[config.mk]
export PLATFORM = sky130hd
export DESIGN_NAME = wavegen_sequencer
export DESIGN_NICKNAME = d
export VERILOG_FILES = /design/src/rtl/wavegen_pkg.sv /design/src/rtl/wavegen_sequencer_rr_arbiter2.sv /design/src/rtl/wavegen_sequencer.sv
export SDC_FILE = /design/constraint.sdc
export NUM_CORES = 1
export LEC_CHECK = 0
export ABC_AREA = 1
export CAP_MARGIN = 20
export CORE_ASPECT_RATIO = 2
export CORE_UTILIZATION = 50
export CTS_BUF_LIST = sky130_fd_sc_hd__clkbuf_2
export CTS_CLUSTER_DIAMETER = 100
export DETAILED_ROUTE_END_ITERATION = 10
export PLACE_DENSITY = 0.79
export SLEW_MARGIN = 40
export SYNTH_ARGS = -nofsm -noshare
export SYNTH_HDL_FRONTEND = slang
export SYNTH_SLANG_ARGS = --single-unit
[constraint.sdc]
create_clock -name clk_i -period 5.4 [get_ports clk_i]
set_input_delay 0.81 -clock clk_i [delete_from_list [all_inputs] [get_ports clk_i]]
set_output_delay 0.81 -clock clk_i [all_outputs]
set_load 0.01 [all_outputs]
[src/rtl/wavegen_pkg.sv]
// Shared types and widths for the square-wave DAC sequencer.
// DATA_W  : DAC sample width
// DIV_W   : half-period counter width (clock cycles)
// BURST_W : burst length width (full periods, 0 = continuous)
package wavegen_pkg;

  localparam int DATA_W  = 14;
  localparam int DIV_W   = 16;
  localparam int BURST_W = 8;

  typedef enum logic [1:0] {
    ST_IDLE = 2'd0,
    ST_HIGH = 2'd1,
    ST_LOW  = 2'd2
  } state_e;

  typedef struct packed {
    logic [DATA_W-1:0]  amp;
    logic [DIV_W-1:0]   half;
    logic [BURST_W-1:0] burst;
  } cfg_t;

  // A programmed half-period of 0 behaves like 1 so the counter never underflows.
  function automatic logic [DIV_W-1:0] half_eff(input logic [DIV_W-1:0] half);
    return (half == '0) ? DIV_W'(1) : half;
  endfunction

endpackage

[src/rtl/wavegen_sequencer_rr_arbiter2.sv]
// Two-requester round-robin arbiter.
// clk_i/rst_i : clock, synchronous active-high reset
// en_i        : arbitration allowed this cycle (grants forced low otherwise)
// req_i[1:0]  : request vector
// gnt_o[1:0]  : one-hot (or zero) grant, combinational
// The priority pointer moves to the other requester after every grant,
// so every grant is treated as a completed transfer.
module rr_arbiter2 (
  input  logic       clk_i,
  input  logic       rst_i,
  input  logic       en_i,
  input  logic [1:0] req_i,
  output logic [1:0] gnt_o
);

  logic ptr_q, ptr_d;  // 0: Req0 preferred, 1: Req1 preferred

  // NOTE: every signal driven in always_comb gets a default first, so no path leaves it unassigned and no latch is inferred.
  always_comb begin
    gnt_o = 2'b00;
    ptr_d = ptr_q;
    if (en_i) begin
      if (req_i == 2'b11) gnt_o = ptr_q ? 2'b10 : 2'b01;
      else                gnt_o = req_i;
    end
    if (gnt_o[0])      ptr_d = 1'b1;
    else if (gnt_o[1]) ptr_d = 1'b0;
  end

  // NOTE: sequential state uses non-blocking assignments so every flop samples pre-edge values.
  always_ff @(posedge clk_i) begin
    if (rst_i) ptr_q <= 1'b0;
    else       ptr_q <= ptr_d;
  end

endmodule

[src/rtl/wavegen_sequencer.sv]
// Square-wave DAC burst sequencer.
// clk_i, rst_i            : 50 MHz clock, synchronous active-high reset
// reqN_valid_i/ready_o    : config handshake from host (0) and auto-cal (1)
// reqN_amp/half/burst_i   : high level, half-period in cycles, period count
// abort_i                 : stop the current burst immediately
// signal_out_o            : registered DAC sample
// busy_o, burst_done_o    : registered activity flag and completion pulse
// grant_id_o              : requester of the active/last accepted config
module wavegen_sequencer
  import wavegen_pkg::*;
(
  input  logic               clk_i,
  input  logic               rst_i,
  input  logic               req0_valid_i,
  output logic               req0_ready_o,
  input  logic [DATA_W-1:0]  req0_amp_i,
  input  logic [DIV_W-1:0]   req0_half_i,
  input  logic [BURST_W-1:0] req0_burst_i,
  input  logic               req1_valid_i,
  output logic               req1_ready_o,
  input  logic [DATA_W-1:0]  req1_amp_i,
  input  logic [DIV_W-1:0]   req1_half_i,
  input  logic [BURST_W-1:0] req1_burst_i,
  input  logic               abort_i,
  output logic [DATA_W-1:0]  signal_out_o,
  output logic               busy_o,
  output logic               burst_done_o,
  output logic               grant_id_o
);

  state_e             state_q, state_d;
  cfg_t               cfg_q, cfg_d;
  logic [DIV_W-1:0]   cnt_q, cnt_d;
  logic [BURST_W-1:0] rem_q, rem_d;
  logic [DATA_W-1:0]  sig_q, sig_d;
  logic               busy_q, busy_d;
  logic               done_q, done_d;
  logic               gid_q, gid_d;
  logic [1:0]         gnt;

  rr_arbiter2 u_arb (
    .clk_i (clk_i),
    .rst_i (rst_i),
    .en_i  ((state_q == ST_IDLE) && !abort_i),
    .req_i ({req1_valid_i, req0_valid_i}),
    .gnt_o (gnt)
  );

  assign req0_ready_o = gnt[0];
  assign req1_ready_o = gnt[1];

  always_comb begin
    state_d = state_q;
    cfg_d   = cfg_q;
    cnt_d   = cnt_q;
    rem_d   = rem_q;
    gid_d   = gid_q;
    done_d  = 1'b0;

    unique case (state_q)
      ST_IDLE: begin
        if (gnt != 2'b00) begin
          cfg_d.amp   = gnt[1] ? req1_amp_i   : req0_amp_i;
          cfg_d.half  = half_eff(gnt[1] ? req1_half_i : req0_half_i);
          cfg_d.burst = gnt[1] ? req1_burst_i : req0_burst_i;
          gid_d       = gnt[1];
          state_d     = ST_HIGH;
          cnt_d       = cfg_d.half - DIV_W'(1);
          rem_d       = cfg_d.burst;
        end
      end
      ST_HIGH: begin
        if (cnt_q == '0) begin
          state_d = ST_LOW;
          cnt_d   = cfg_q.half - DIV_W'(1);
        end else begin
          cnt_d = cnt_q - DIV_W'(1);
        end
      end
      ST_LOW: begin
        if (cnt_q == '0) begin
          if (cfg_q.burst == '0) begin
            state_d = ST_HIGH;  // continuous mode never counts periods
            cnt_d   = cfg_q.half - DIV_W'(1);
          end else if (rem_q == BURST_W'(1)) begin
            state_d = ST_IDLE;
            done_d  = 1'b1;
          end else begin
            state_d = ST_HIGH;
            rem_d   = rem_q - BURST_W'(1);
            cnt_d   = cfg_q.half - DIV_W'(1);
          end
        end else begin
          cnt_d = cnt_q - DIV_W'(1);
        end
      end
      default: state_d = ST_IDLE;
    endcase

    // Abort overrides everything; the arbiter is already disabled, so no accept happens.
    if (abort_i) begin
      state_d = ST_IDLE;
      done_d  = 1'b0;
    end

    // Outputs are registered from the next state so they line up with it.
    sig_d  = (state_d == ST_HIGH) ? cfg_d.amp : '0;
    busy_d = (state_d != ST_IDLE);
  end

  // NOTE: the working config registers are reset too, so a reset discards any in-flight burst configuration.
  always_ff @(posedge clk_i) begin
    if (rst_i) begin
      state_q <= ST_IDLE;
      cfg_q   <= '0;
      cnt_q   <= '0;
      rem_q   <= '0;
      sig_q   <= '0;
      busy_q  <= 1'b0;
      done_q  <= 1'b0;
      gid_q   <= 1'b0;
    end else begin
      state_q <= state_d;
      cfg_q   <= cfg_d;
      cnt_q   <= cnt_d;
      rem_q   <= rem_d;
      sig_q   <= sig_d;
      busy_q  <= busy_d;
      done_q  <= done_d;
      gid_q   <= gid_d;
    end
  end

  assign signal_out_o = sig_q;
  assign busy_o       = busy_q;
  assign burst_done_o = done_q;
  assign grant_id_o   = gid_q;

endmodule

=== Word-level counts from Yosys, hierarchy flattened ===
Index checks and enable logic that the tools add are counted.

* Bits of input ports: 81
* Register bits: 82
* Output and inout bits: 19
* Logic and storage cells: 73

* Mux-type cells: 30
* Eq/ne operators: 10
* Add/sub/neg operators: 4
* Reductions and logical operators: 15
* Bitwise operators: 3

{| class="wikitable"
|+ Operator list
! cell !! count
|-
| 16-bit two-way mux || 7
|-
| 38-bit two-way mux || 2
|-
| 16-bit one-hot mux with 3 select lines || 1
|-
| 16-bit by 1-bit subtractor with 16-bit output, second input constant || 3
|-
| 8-bit two-way mux || 5
|-
| 16-bit zero test || 2
|-
| 8-bit one-hot mux with 2 select lines || 1
|-
| 14-bit two-way mux || 1
|-
| 2-bit two-way mux || 7
|-
| 8-bit by 1-bit equality test with 1-bit output, second input constant || 1
|-
| 8-bit zero test || 1
|-
| 8-bit by 1-bit subtractor with 8-bit output, second input constant || 1
|-
| 2-bit inequality test, second input constant || 3
|-
| 2-bit one-hot mux with 3 select lines || 1
|-
| 2-bit nonzero test || 3
|-
| 1-bit two-way mux || 5
|-
| 5-bit AND reduction || 1
|-
| 5-bit OR reduction || 1
|-
| 2-bit by 1-bit equality test with 1-bit output, second input constant || 2
|-
| 2-bit equality test, second input constant || 2
|-
| 4-bit inequality test, second input constant || 1
|-
| 1-bit inverter || 3
|-
| 3-bit AND reduction || 1
|-
| 3-bit nonzero test || 1
|-
| 6 further kinds || 6
|}

=== Longest topological paths before layout ===
Gate-level depths: netlist (run 1).

* Depth after elaboration: 10
* Depth in mapped cells: 22
* Gate-level depth less buffers: 22

=== Hierarchy ===
A second synthesis (run 1) with hierarchy kept.

* Cells, all modules: 706
* Area, all modules: 4709.5 sq um

{| class="wikitable"
|+ Modules (own cells, without submodules)
! module !! area each (sq um) !! instances !! cells each !! seq. area each (sq um)
|-
| wavegen_sequencer || 4635.7 || 1 || 694 || 1621.6
|-
| rr_arbiter2 || 73.8 || 1 || 12 || 20.0
|}

=== Least setup slack after synthesis (run 1) ===
No wires, ideal clock.

* Path kind: input port to flip-flop
* From: input req1_valid_i
* To: register cnt_q[12]
* Data required time: 5.291 ns
* Slack: 2.778 ns
* Stages: 18
* Data arrival time: 2.513 ns
* Buffers on the path: 2
* Library setup time: 0.109 ns
* Path through: buf_2 -> buf_2 -> nand4_1 -> nand2_1 -> nor2_1 -> nand2_1 -> nor2_1 -> nand2_1 -> nand3_2 -> nand2_4 -> ha_1 -> nand2_2 -> nor2_4 -> nand2_1 -> a21oi_1 -> o21ai_1 -> nand2_1 -> inv_1

* Cells in the longest elaborated chain, start to end: 9
* Elaborated cells between the ends (all ways): 12
* Classes of those cells: 1 x add/sub; 2 x eq/ne; 6 x mux; 3 x reduce/logical

{| class="wikitable"
|+ Ends and longest elaborated chain
! what !! RTL line !! source
|-
| start: declaration || wavegen_sequencer.sv:19 || <nowiki>input logic req1_valid_i,</nowiki>
|-
| 2-bit equality test || wavegen_sequencer_rr_arbiter2.sv:23 || <nowiki>if (req_i == 2'b11) gnt_o = ptr_q ? 2'b10 : 2'b01;</nowiki>
|-
| 2-bit two-way mux (*) || wavegen_sequencer_rr_arbiter2.sv:23 ||
|-
| 2-bit two-way mux (*) || wavegen_sequencer_rr_arbiter2.sv:22 || <nowiki>if (en_i) begin</nowiki>
|-
| 16-bit two-way mux || wavegen_sequencer.sv:64 || <nowiki>cfg_d.half = half_eff(gnt[1] ? req1_half_i : req0_half_i);</nowiki>
|-
| 16-bit zero test || wavegen_pkg.sv:25 || <nowiki>return (half == '0) ? DIV_W'(1) : half;</nowiki>
|-
| 16-bit two-way mux || wavegen_pkg.sv:25 ||
|-
| 16-bit by 1-bit subtractor with 16-bit output || wavegen_sequencer.sv:68 || <nowiki>cnt_d = cfg_d.half - DIV_W'(1);</nowiki>
|-
| 16-bit two-way mux || wavegen_sequencer.sv:62 || <nowiki>if (gnt != 2'b00) begin</nowiki>
|-
| 16-bit one-hot mux with 3 select lines || wavegen_sequencer.sv:60 || <nowiki>unique case (state_q)</nowiki>
|-
| end signal: assignment || wavegen_sequencer.sv:125 || <nowiki>cnt_q <= cnt_d;</nowiki>
|-
| end: declaration || wavegen_sequencer.sv:33 || <nowiki>logic [DIV_W-1:0] cnt_q, cnt_d;</nowiki>
|}

Every way passes the cells marked *; elsewhere a longest branch is shown, timed or not. The select of a mux whose other input is x is not followed.
A chain may end at the register's enable or synchronous reset.

=== Worst setup path in the final report (run 1) ===
* From: input req1_valid_i
* To: output req1_ready_o

* Cells in the longest elaborated chain, start to end: 3

{| class="wikitable"
|+ Ends and longest elaborated chain
! what !! RTL line !! source
|-
| 2-bit equality test || wavegen_sequencer_rr_arbiter2.sv:23 ||
|-
| 2-bit two-way mux (*) || wavegen_sequencer_rr_arbiter2.sv:23 ||
|-
| 2-bit two-way mux (*) || wavegen_sequencer_rr_arbiter2.sv:22 ||
|-
| end: declaration || wavegen_sequencer.sv:20 || <nowiki>output logic req1_ready_o,</nowiki>
|}

Every way passes the cells marked *; elsewhere a longest branch is shown, timed or not.

==> results.sh, run 1 <==
export IMPL_tns_ns=0
export IMPL_synth_edf_count=0
export IMPL_cts_tree="built"
export IMPL_rrSetupSlack_ns=1.61
export IMPL_fmax_mhz=235.4
export IMPL_core_mm2=0.008951
export IMPL_p_per_area_mw_per_mm2=262.4
export IMPL_clock_latency_ns=0.59
export IMPL_pin_count=100
export IMPL_avgSynthCellArea_um2=6.627
export IMPL_final_cell_mix="nand2_1, clkdlybuf4s50_1, nor2_1, dfxtp_1, inv_1"
export IMPL_dieArea_mm2=0.009610
export IMPL_arrival_ns=3.44
export IMPL_hold_viol_final=0
export IMPL_start_kind="input port"
export IMPL_ir_drop_mv=0.1732
export IMPL_power_leakage_nw=2.634
export IMPL_crit_fanout=40
export IMPL_grt_pass1_vias=4782
export IMPL_crit_path_start="req1_valid_i"
export IMPL_cts_setup_buffers=0
export IMPL_setup_viol=0
export IMPL_hold_depth=2
export IMPL_power_mw=1.504
export IMPL_final_common_cell="nand2_1"
export IMPL_required_ns=4.59
export IMPL_r2r_end="cnt_q[10]$_SDFFE_PP0P_"
export IMPL_r2r_cells=22
export IMPL_pre_cts_slack_ns=0.8146
export IMPL_ctsResizeCount=0
export IMPL_drt_iter0_markers=344
export IMPL_first_pass_iters=5
export IMPL_overflow=0
export IMPL_fin_crit_ns=4.249
export IMPL_synthTopCellsByArea="dfxtp_1, nand2_1, nor2_1"
export IMPL_syn_nets=782
export IMPL_grt_pass1_wl_mm=21.78
export IMPL_hold_class="reg2reg"
export IMPL_status="completed"
export IMPL_fin_ws_ns=1.151
export IMPL_r2r_start="state_q[0]$_SDFF_PP0_"
export IMPL_routed_wl_mm=13.60
export IMPL_yosysWarnings=0
export IMPL_h_tree_depth=3
export IMPL_grt_total_usage=0.2898
export IMPL_drive_gt1_frac=0.06667
export IMPL_dp_hpwl_mm=10.33
export IMPL_syn_area_mm2=0.004599
export IMPL_drc=0
export IMPL_worst_setup_path_type="in2out"
export IMPL_die_y_um=137.6
export IMPL_numCtsBuffers=9
export IMPL_ys_flop_type="dfxtp_1"
export IMPL_synthCells=694
export IMPL_rows=49
export IMPL_worst_pin_slew_ns=0.6975
export IMPL_gp_congestion=0.9270
export IMPL_clockRootBuffer="clkbuf_2"
export IMPL_rsz0062_at_grt="no"
export IMPL_hold_buffers=0
export IMPL_wl_per_cell_um=15.40
export IMPL_synth_cell_type_count=44
export IMPL_vias=4905
export IMPL_antenna_found_initial=1
export IMPL_async_flop_share=0
export IMPL_holdPathEnd="rem_q[5]$_SDFFE_PP0P_"
export IMPL_synth_top_area_share=0.3569
export IMPL_die_x_um=69.82
export IMPL_viasPerCell=5.555
export IMPL_relSlewSlack=0.5336
export IMPL_grt_start_max_net_pins=49
export IMPL_port_buffer_count=99
export IMPL_area_delta_synth_final_pct=24.62
export IMPL_seq_area_frac_synth=0.3569
export IMPL_ant_nets=0
export IMPL_start_util=0.5138
export IMPL_maxSlewViolCount=0
export IMPL_synth_seq_cells=82
export IMPL_clk_pin_slew_ns=0.22
export IMPL_fin_crit_sh=0.7868
export IMPL_cp_end_kind="output port"
export IMPL_cts_sinks=82
export IMPL_cap_violations=0
export IMPL_nets=863
export IMPL_holdCritStartpoint="rem_q[5]$_SDFFE_PP0P_"
export IMPL_fin_skew_ns=0.02805
export IMPL_holdWs_ns=0.4934
export IMPL_synth_top_area_cell="dfxtp_1"
export IMPL_clk_path_buf_depth=2
## stage by stage
step,cell area (um^2),util,cells
floorplan,4599,-,694
detailed placement,5575,0.6229,866
CTS,5729,0.6401,882
finish,5732,0.6403,883
global route,5732,0.6403,883
global placement,5575,0.6229,866
## worst max-delay path, cell delays in order
cell             delay [ns]
clkdlybuf4s50_1        0.92
nand3_4                0.53
inv_2                  0.53
clkdlybuf4s50_1        0.64
## kinds of logic (layout without fill, tap and decap cells)
| family | Yosys count | count (layout) | synth area share |
|---|---|---|---|
| simple gates | 370 | 370 | 0.3580 |
| buf+inv | 115 | 201 | 0.1056 |
| compound gates | 114 | 114 | 0.1483 |
| flops | 82 | 82 | 0.3569 |
| fa+ha+maj | 7 | 7 | 0.01904 |
| xor+xnor | 3 | 3 | 0.005714 |
| mux | 3 | 3 | 0.006529 |
| other cells | 0 | 1 | 0 |
## power by group
part	total, mW	switching, mW	leakage (nW)	internal (mW)
clock network	0.409	0.245	0.0905	0.163
logic	0.403	0.243	1.87	0.160
registers	0.692	0.0305	0.676	0.661
## cells in the mapped netlist, types with 2 or more instances
cell and number:
a21oi_1 26, a31oi_1 4, buf_1 2, buf_2 12
buf_6 4, clkbuf_1 14, dfxtp_1 82, ha_1 7
inv_1 74, inv_2 6, mux2i_1 3, nand2_1 161
nand2_2 7, nand2_4 3, nand3_1 68, nand4_1 23
nor2_1 92, nor2_2 4, nor3_1 3, nor4_1 2
o211ai_1 24, o21ai_0 39, o21ai_1 11, o21ai_2 2
xor2_1 2
## worst max path at each step
stage | to | cells past startpoint | slack, ns
floorplan | cnt_q[12]$_SDFFE_PP0P_ | 18 | 2.78
CTS | req1_ready_o | 4 | 1.15
global placement | cnt_q[12]$_SDFFE_PP0P_ | 13 | 1.02
global route | req1_ready_o | 4 | 1.02
finish | req1_ready_o | 4 | 1.15
detailed placement | cnt_q[10]$_SDFFE_PP0P_ | 13 | 0.81
## metal layers
metal	up-vias	GRT usage	part of all wire
met3	41	0.05633	0.057
met1	2263	0.2799	0.35
met5	-	0	0
li1	2429	-	-
met2	172	0.5566	0.54
met4	0	0.1711	0.043
## layout make-up
cell class              count  area, um^2
multi-input cells         497        2472
repair buffers            103        1021
flip-flops and latches     82        1642
inverters                  82       312.8
clock buffers               9       45.04
clock inverters             7       108.9
fillers                   831        3219
diodes                      1       2.502
well taps                 102       127.6
## flip-flops by register name, indices dropped and copies added, names as in the netlist
signal        count
cfg_q            38
cnt_q            16
signal_out_o     14
rem_q             8
state_q           2
burst_done_o      1
busy_o            1
grant_id_o        1
u_arb.ptr_q       1
(Power assumes the default switching activity.)
==> run 2: changes to the inputs <==
--- a/config.mk
+++ b/config.mk
@@ -8,7 +8,7 @@
 export ABC_AREA = 1
 export CAP_MARGIN = 20
 export CORE_ASPECT_RATIO = 2
-export CORE_UTILIZATION = 50
+export CORE_UTILIZATION = 48
 export CTS_BUF_LIST = sky130_fd_sc_hd__clkbuf_2
 export CTS_CLUSTER_DIAMETER = 100
 export DETAILED_ROUTE_END_ITERATION = 10
==> constraint.sdc (replaced) <==
create_clock -name clk_i -period 3.7 [get_ports clk_i]
set_input_delay 0.555 -clock clk_i [delete_from_list [all_inputs] [get_ports clk_i]]
set_output_delay 0.555 -clock clk_i [all_outputs]
set_load 0.01 [all_outputs]
==> run 2 against run 1 <==
  * Clock skew fell by 0.0040 ns
  * The run now ends with DRC left
  * Utilization down 2.4 points
  * Via count increased by 1.1%
  * Clock power grew 17%
==> results.sh, run 2 (synthesized netlist as in run 1, its figures left out) <==
export IMPL_nets=870
export IMPL_p_seq_frac=0.484
export IMPL_fin_ws_ns=0.4069
export IMPL_finalInstanceArea_mm2=0.005743
export IMPL_dp_cells=875
export IMPL_cts_sinks=82
export IMPL_h_tree_depth=3
export IMPL_tns_ns=0
export IMPL_grt_pass1_wl_mm=22.60
export IMPL_cts_setup_buffers=0
export IMPL_pin_count=100
export IMPL_holdWs_ns=0.4970
export IMPL_critPathTopFamily="buffers and inverters"
export IMPL_p_int_mw=1.313
export IMPL_drive_gt1_frac=0.07497
export IMPL_worst_setup_path_type="reg2out"
export IMPL_fin_util=0.6161
export IMPL_power_switching_mw=0.7732
export IMPL_gp_congestion=0.9849
export IMPL_cap_violations=0
export IMPL_fin_crit_ns=3.293
export IMPL_first_pass_iters=10
export IMPL_required_ns=3.14
export IMPL_arrival_ns=2.74
export IMPL_grt_start_max_net_pins=46
export IMPL_hold_viol_final=0
export IMPL_fin_crit_sh=0.8900
export IMPL_routed_wl_mm=13.67
export IMPL_p_per_area_mw_per_mm2=363.3
export IMPL_clockRootBuffer="clkbuf_2"
export IMPL_status="finished, violations left"
export IMPL_pre_cts_slack_ns=0.04068
export IMPL_p_clk_frac=0.229
export IMPL_die_y_um=140.4
export IMPL_antenna_found_initial=1
export IMPL_largest_reg_flops=38
export IMPL_dp_hpwl_mm=10.31
export IMPL_wl_per_cell_um=15.33
export IMPL_core_mm2=0.009321
export IMPL_viasPerCell=5.558
export IMPL_power_mw=2.086
export IMPL_dieArea_mm2=0.01000
export IMPL_relSlewSlack=0.5509
export IMPL_ctsResizeCount=0
export IMPL_clock_latency_ns=0.59
export IMPL_clk_path_buf_depth=2
export IMPL_area_delta_synth_final_pct=24.86
export IMPL_cts_tree="built"
export IMPL_crit_path_frequent_cell="inv_2"
export IMPL_switching_share=0.3706
export IMPL_power_leakage_nw=2.644
export IMPL_fmax_mhz=303.7
export IMPL_crit_fanout=17
export IMPL_rows=50
export IMPL_hold_class="reg2reg"
export IMPL_drt_iter0_markers=362
export IMPL_hold_buffers=0
export IMPL_overflow=0
export IMPL_setup_viol=0
export IMPL_cp_end_kind="output port"
export IMPL_postPlaceCellArea_mm2=0.005630
export IMPL_worst_pin_slew_ns=0.6736
export IMPL_numCtsBuffers=9
export IMPL_top_register="cfg_q"
export IMPL_rsz0062_at_grt="no"
export IMPL_port_buffer_count=99
export IMPL_grt_pass1_vias=4929
export IMPL_clk_pin_slew_ns=0.25
export IMPL_final_cells=892
export IMPL_grt_total_usage=0.2888
export IMPL_maxSlewViolCount=0
export IMPL_start_kind="register"
export IMPL_final_common_cell="nand2_1"
export IMPL_vias=4958
export IMPL_worstPathCellList="inv_1 > ha_1 > inv_2 > nor2_8 > nand3_4 > inv_2 > clkdlybuf4s50_1"
export IMPL_drc=2
export IMPL_ant_nets=0
export IMPL_fin_skew_ns=0.02408
export IMPL_die_x_um=71.22
export IMPL_violations="DRC"
export IMPL_start_util=0.4934
export IMPL_cp_slowest_cell="clkdlybuf4s50_1"
export IMPL_ir_drop_mv=0.2769
export IMPL_power_share_combinational=0.286
export IMPL_final_cell_mix="nand2_1, clkdlybuf4s50_1, nor2_1, dfxtp_1, inv_1"
export IMPL_slowest_delay_ns=0.60
export IMPL_fillCellCount=850
export IMPL_critPathBufInv=4
[run 2: power by group through the flow]
stage          Sequential (mW)  Clock [mW]  Combinational (mW)
2_1_floorplan             1.02           0               0.388
6_report                  1.01       0.478               0.598
5_1_grt                   1.02       0.522               0.664
3_3_place_gp              1.02           0               0.575
4_1_cts                   1.01       0.481               0.591
3_5_place_dp              1.03           0               0.588
[run 2: tightest hold or removal path, delay by kind of cell (launching register included)]
kind	cells	cell delay (ns)
compound gates	1	0.05
flops	1	0.37
simple gates	1	0.07
[run 2: area by class of cell]
| cell class | instances | area (um^2) | share of cell area |
|---|---|---|---|
| antenna | 1 | 2.502 | 0.0004357 |
| clock buffer | 9 | 45.04 | 0.007843 |
| clock inverter | 7 | 65.06 | 0.01133 |
| inverter | 82 | 312.8 | 0.05447 |
| multi-input combinational | 497 | 2472 | 0.4305 |
| sequential | 82 | 1642 | 0.2858 |
| tap | 104 | 130.1 | 0.02266 |
| timing repair buffer | 110 | 1074 | 0.1869 |
[run 2: layer usage]
| layer | part of all wire | track usage |
|---|---|---|
| met5 | 0 | 0 |
| met4 | 0.057 | 0.1821 |
| met3 | 0.054 | 0.05396 |
| met2 | 0.53 | 0.5303 |
| met1 | 0.36 | 0.2891 |
[run 2: path summary, 6_finish.rpt]
| path | startpoint | to | slack, ns | depth (start not counted) |
|---|---|---|---|---|
| setup / recovery | state_q[1]$_SDFF_PP0_ | req1_ready_o | 0.41 | 7 |
| hold / removal | grant_id_o$_SDFFE_PP0P_ | grant_id_o$_SDFFE_PP0P_ | 0.50 | 2 |
| setup reg to reg | state_q[1]$_SDFF_PP0_ | cnt_q[10]$_SDFFE_PP0P_ | 0.45 | 15 |
| hold reg to reg | grant_id_o$_SDFFE_PP0P_ | grant_id_o$_SDFFE_PP0P_ | 0.50 | 2 |
==> run 3: changes to the inputs <==
--- a/config.mk
+++ b/config.mk
@@ -12,7 +12,7 @@
 export CTS_BUF_LIST = sky130_fd_sc_hd__clkbuf_2
 export CTS_CLUSTER_DIAMETER = 100
 export DETAILED_ROUTE_END_ITERATION = 10
-export PLACE_DENSITY = 0.79
+export PLACE_DENSITY_LB_ADDON = 0.08
 export SLEW_MARGIN = 40
 export SYNTH_ARGS = -nofsm -noshare
 export SYNTH_HDL_FRONTEND = slang
==> run 3 against run 2 <==
  * The run still ends with DRC left
  * Combinational power up 2%
  * Non-clock buffer count up 1
  * Global-route usage up 1.6 points
  * Die area unchanged
  * Maximum frequency down 2.6%
  * Clock skew up 0.016 ns
  * Largest cell class unchanged
==> results.sh, run 3 (synthesized netlist as in run 1, its figures left out) <==
export IMPL_vias=4922
export IMPL_ctsResizeCount=0
export IMPL_grt_busiest_layer="met2"
export IMPL_fin_skew_ns=0.04002
export IMPL_ant_nets=0
export IMPL_pin_count=100
export IMPL_gp_congestion=1.033
export IMPL_cts_tree="built"
export IMPL_numCtsBuffers=9
export IMPL_clk_path_buf_depth=2
export IMPL_setup_viol=0
export IMPL_required_ns=3.14
export IMPL_final_common_cell="nand2_1"
export IMPL_start_util=0.4934
export IMPL_cp_end_kind="output port"
export IMPL_clk_pin_slew_ns=0.23
export IMPL_tns_ns=0
export IMPL_nets=872
export IMPL_area_delta_synth_final_pct=26.20
export IMPL_dieArea_mm2=0.01000
export IMPL_fin_crit_ns=3.383
export IMPL_dp_hpwl_mm=10.93
export IMPL_antenna_found_initial=1
export IMPL_core_mm2=0.009321
export IMPL_routed_wl_mm=14.46
export IMPL_critPathBufInv=5
export IMPL_rows=50
export IMPL_hold_class="reg2reg"
export IMPL_cts_setup_buffers=0
export IMPL_power_leakage_nw=2.674
export IMPL_drt_iter0_markers=318
export IMPL_start_kind="register"
export IMPL_relSlewSlack=0.5682
export IMPL_wl_per_cell_um=16.18
export IMPL_final_cell_mix="nand2_1, clkdlybuf4s50_1, nor2_1, dfxtp_1, inv_1"
export IMPL_hold_viol_final=0
export IMPL_first_pass_iters=11
export IMPL_overflow=0
export IMPL_crit_fanout=22
export IMPL_use_met1=0.3089
export IMPL_worstPathCellList="inv_1 > ha_1 > inv_2 > nor2_8 > nand3_4 > inv_2 > buf_4 > clkdlybuf4s50_1"
export IMPL_fmax_mhz=295.6
export IMPL_worst_pin_slew_ns=0.6478
export IMPL_worst_setup_path_type="reg2out"
export IMPL_viasPerCell=5.506
export IMPL_grt_use_met3=0.05827
export IMPL_port_buffer_count=99
export IMPL_die_x_um=71.22
export IMPL_clockRootBuffer="clkbuf_2"
export IMPL_cap_violations=0
export IMPL_arrival_ns=2.83
export IMPL_p_per_area_mw_per_mm2=382.7
export IMPL_crit_path_frequent_cell="inv_2"
export IMPL_violations="DRC"
export IMPL_maxSlewViolCount=0
export IMPL_grt_start_max_net_pins=40
export IMPL_top_register="cfg_q"
export IMPL_power_mw=2.221
export IMPL_cts_sinks=82
export IMPL_drc=4
export IMPL_largest_reg_flops=38
export IMPL_hold_buffers=0
export IMPL_grt_pass1_vias=4888
export IMPL_die_y_um=140.4
export IMPL_drive_gt1_frac=0.07731
export IMPL_grt_total_usage=0.3048
export IMPL_critPathTopFamily="buffers and inverters"
export IMPL_cp_slowest_cell="clkdlybuf4s50_1"
export IMPL_rsz0062_at_grt="no"
export IMPL_status="finished, violations left"
export IMPL_grt_pass1_wl_mm=23.60
export IMPL_fin_crit_sh=0.9142
export IMPL_grt_util_met2=0.5544
export IMPL_h_tree_depth=3
export IMPL_slowest_delay_ns=0.61
export IMPL_clock_latency_ns=0.60
export IMPL_ir_drop_mv=0.3258
[run 3: cell count changes in the layout (fill, tap and decap cells not counted)]
cell and delta:
buf_4 +1, clkinv_4 +2, clkinvlp_4 -1, inv_6 -3, bufinv_16 +2, nand3_2 +1
[run 3: power by group]
| group | switching [mW] | total, mW | internal, mW |
|---|---|---|---|
| clock | 0.363 | 0.602 | 0.239 |
| combinational | 0.367 | 0.610 | 0.243 |
| sequential | 0.0441 | 1.01 | 0.965 |
[run 3: worst paths after layout]
path	start	slack [ns]	cells after the start	to
max	state_q[0]$_SDFF_PP0_	0.32	8	req1_ready_o
min	grant_id_o$_SDFFE_PP0P_	0.48	2	grant_id_o$_SDFFE_PP0P_
max reg2reg	state_q[0]$_SDFF_PP0_	0.68	19	cnt_q[8]$_SDFFE_PP0P_
min reg2reg	grant_id_o$_SDFFE_PP0P_	0.48	2	grant_id_o$_SDFFE_PP0P_
[run 3: final cells by class]
| class | count | area (um^2) |
|---|---|---|
| repair buffers | 111 | 1081 |
| multi-input cells | 498 | 2482 |
| fillers | 879 | 3517 |
| diodes | 1 | 2.502 |
| inverters | 82 | 312.8 |
| well taps | 104 | 130.1 |
| flip-flops and latches | 82 | 1642 |
| clock inverters | 7 | 108.9 |
| clock buffers | 9 | 45.04 |
[run 3: stage by stage]
step	util	hold WS, ns	instances	cell area [um^2]	setup WS [ns]
floorplan	-	0.4522	694	4599	1.297
global placement	0.6048	0.4530	876	5638	0.3158
detailed placement	0.6048	0.4550	876	5638	0.2442
CTS	0.6213	0.4859	892	5792	0.2235
global route	0.6227	0.5379	894	5804	0.07151
finish	0.6227	0.4837	894	5804	0.3175
[run 3: tightest hold or removal path, delay by kind of cell, from the launching register on]
kind / cells / cell delay [ns]
flip-flops: 1 / 0.37
AO/OA/AOI/OAI: 1 / 0.05
AND/OR/NAND/NOR: 1 / 0.06
[run 3: routing by layer]
metal	vias up	part of all wire
met5	-	0
met4	0	0.060
met3	56	0.047
met2	168	0.54
met1	2242	0.35
li1	2456	-
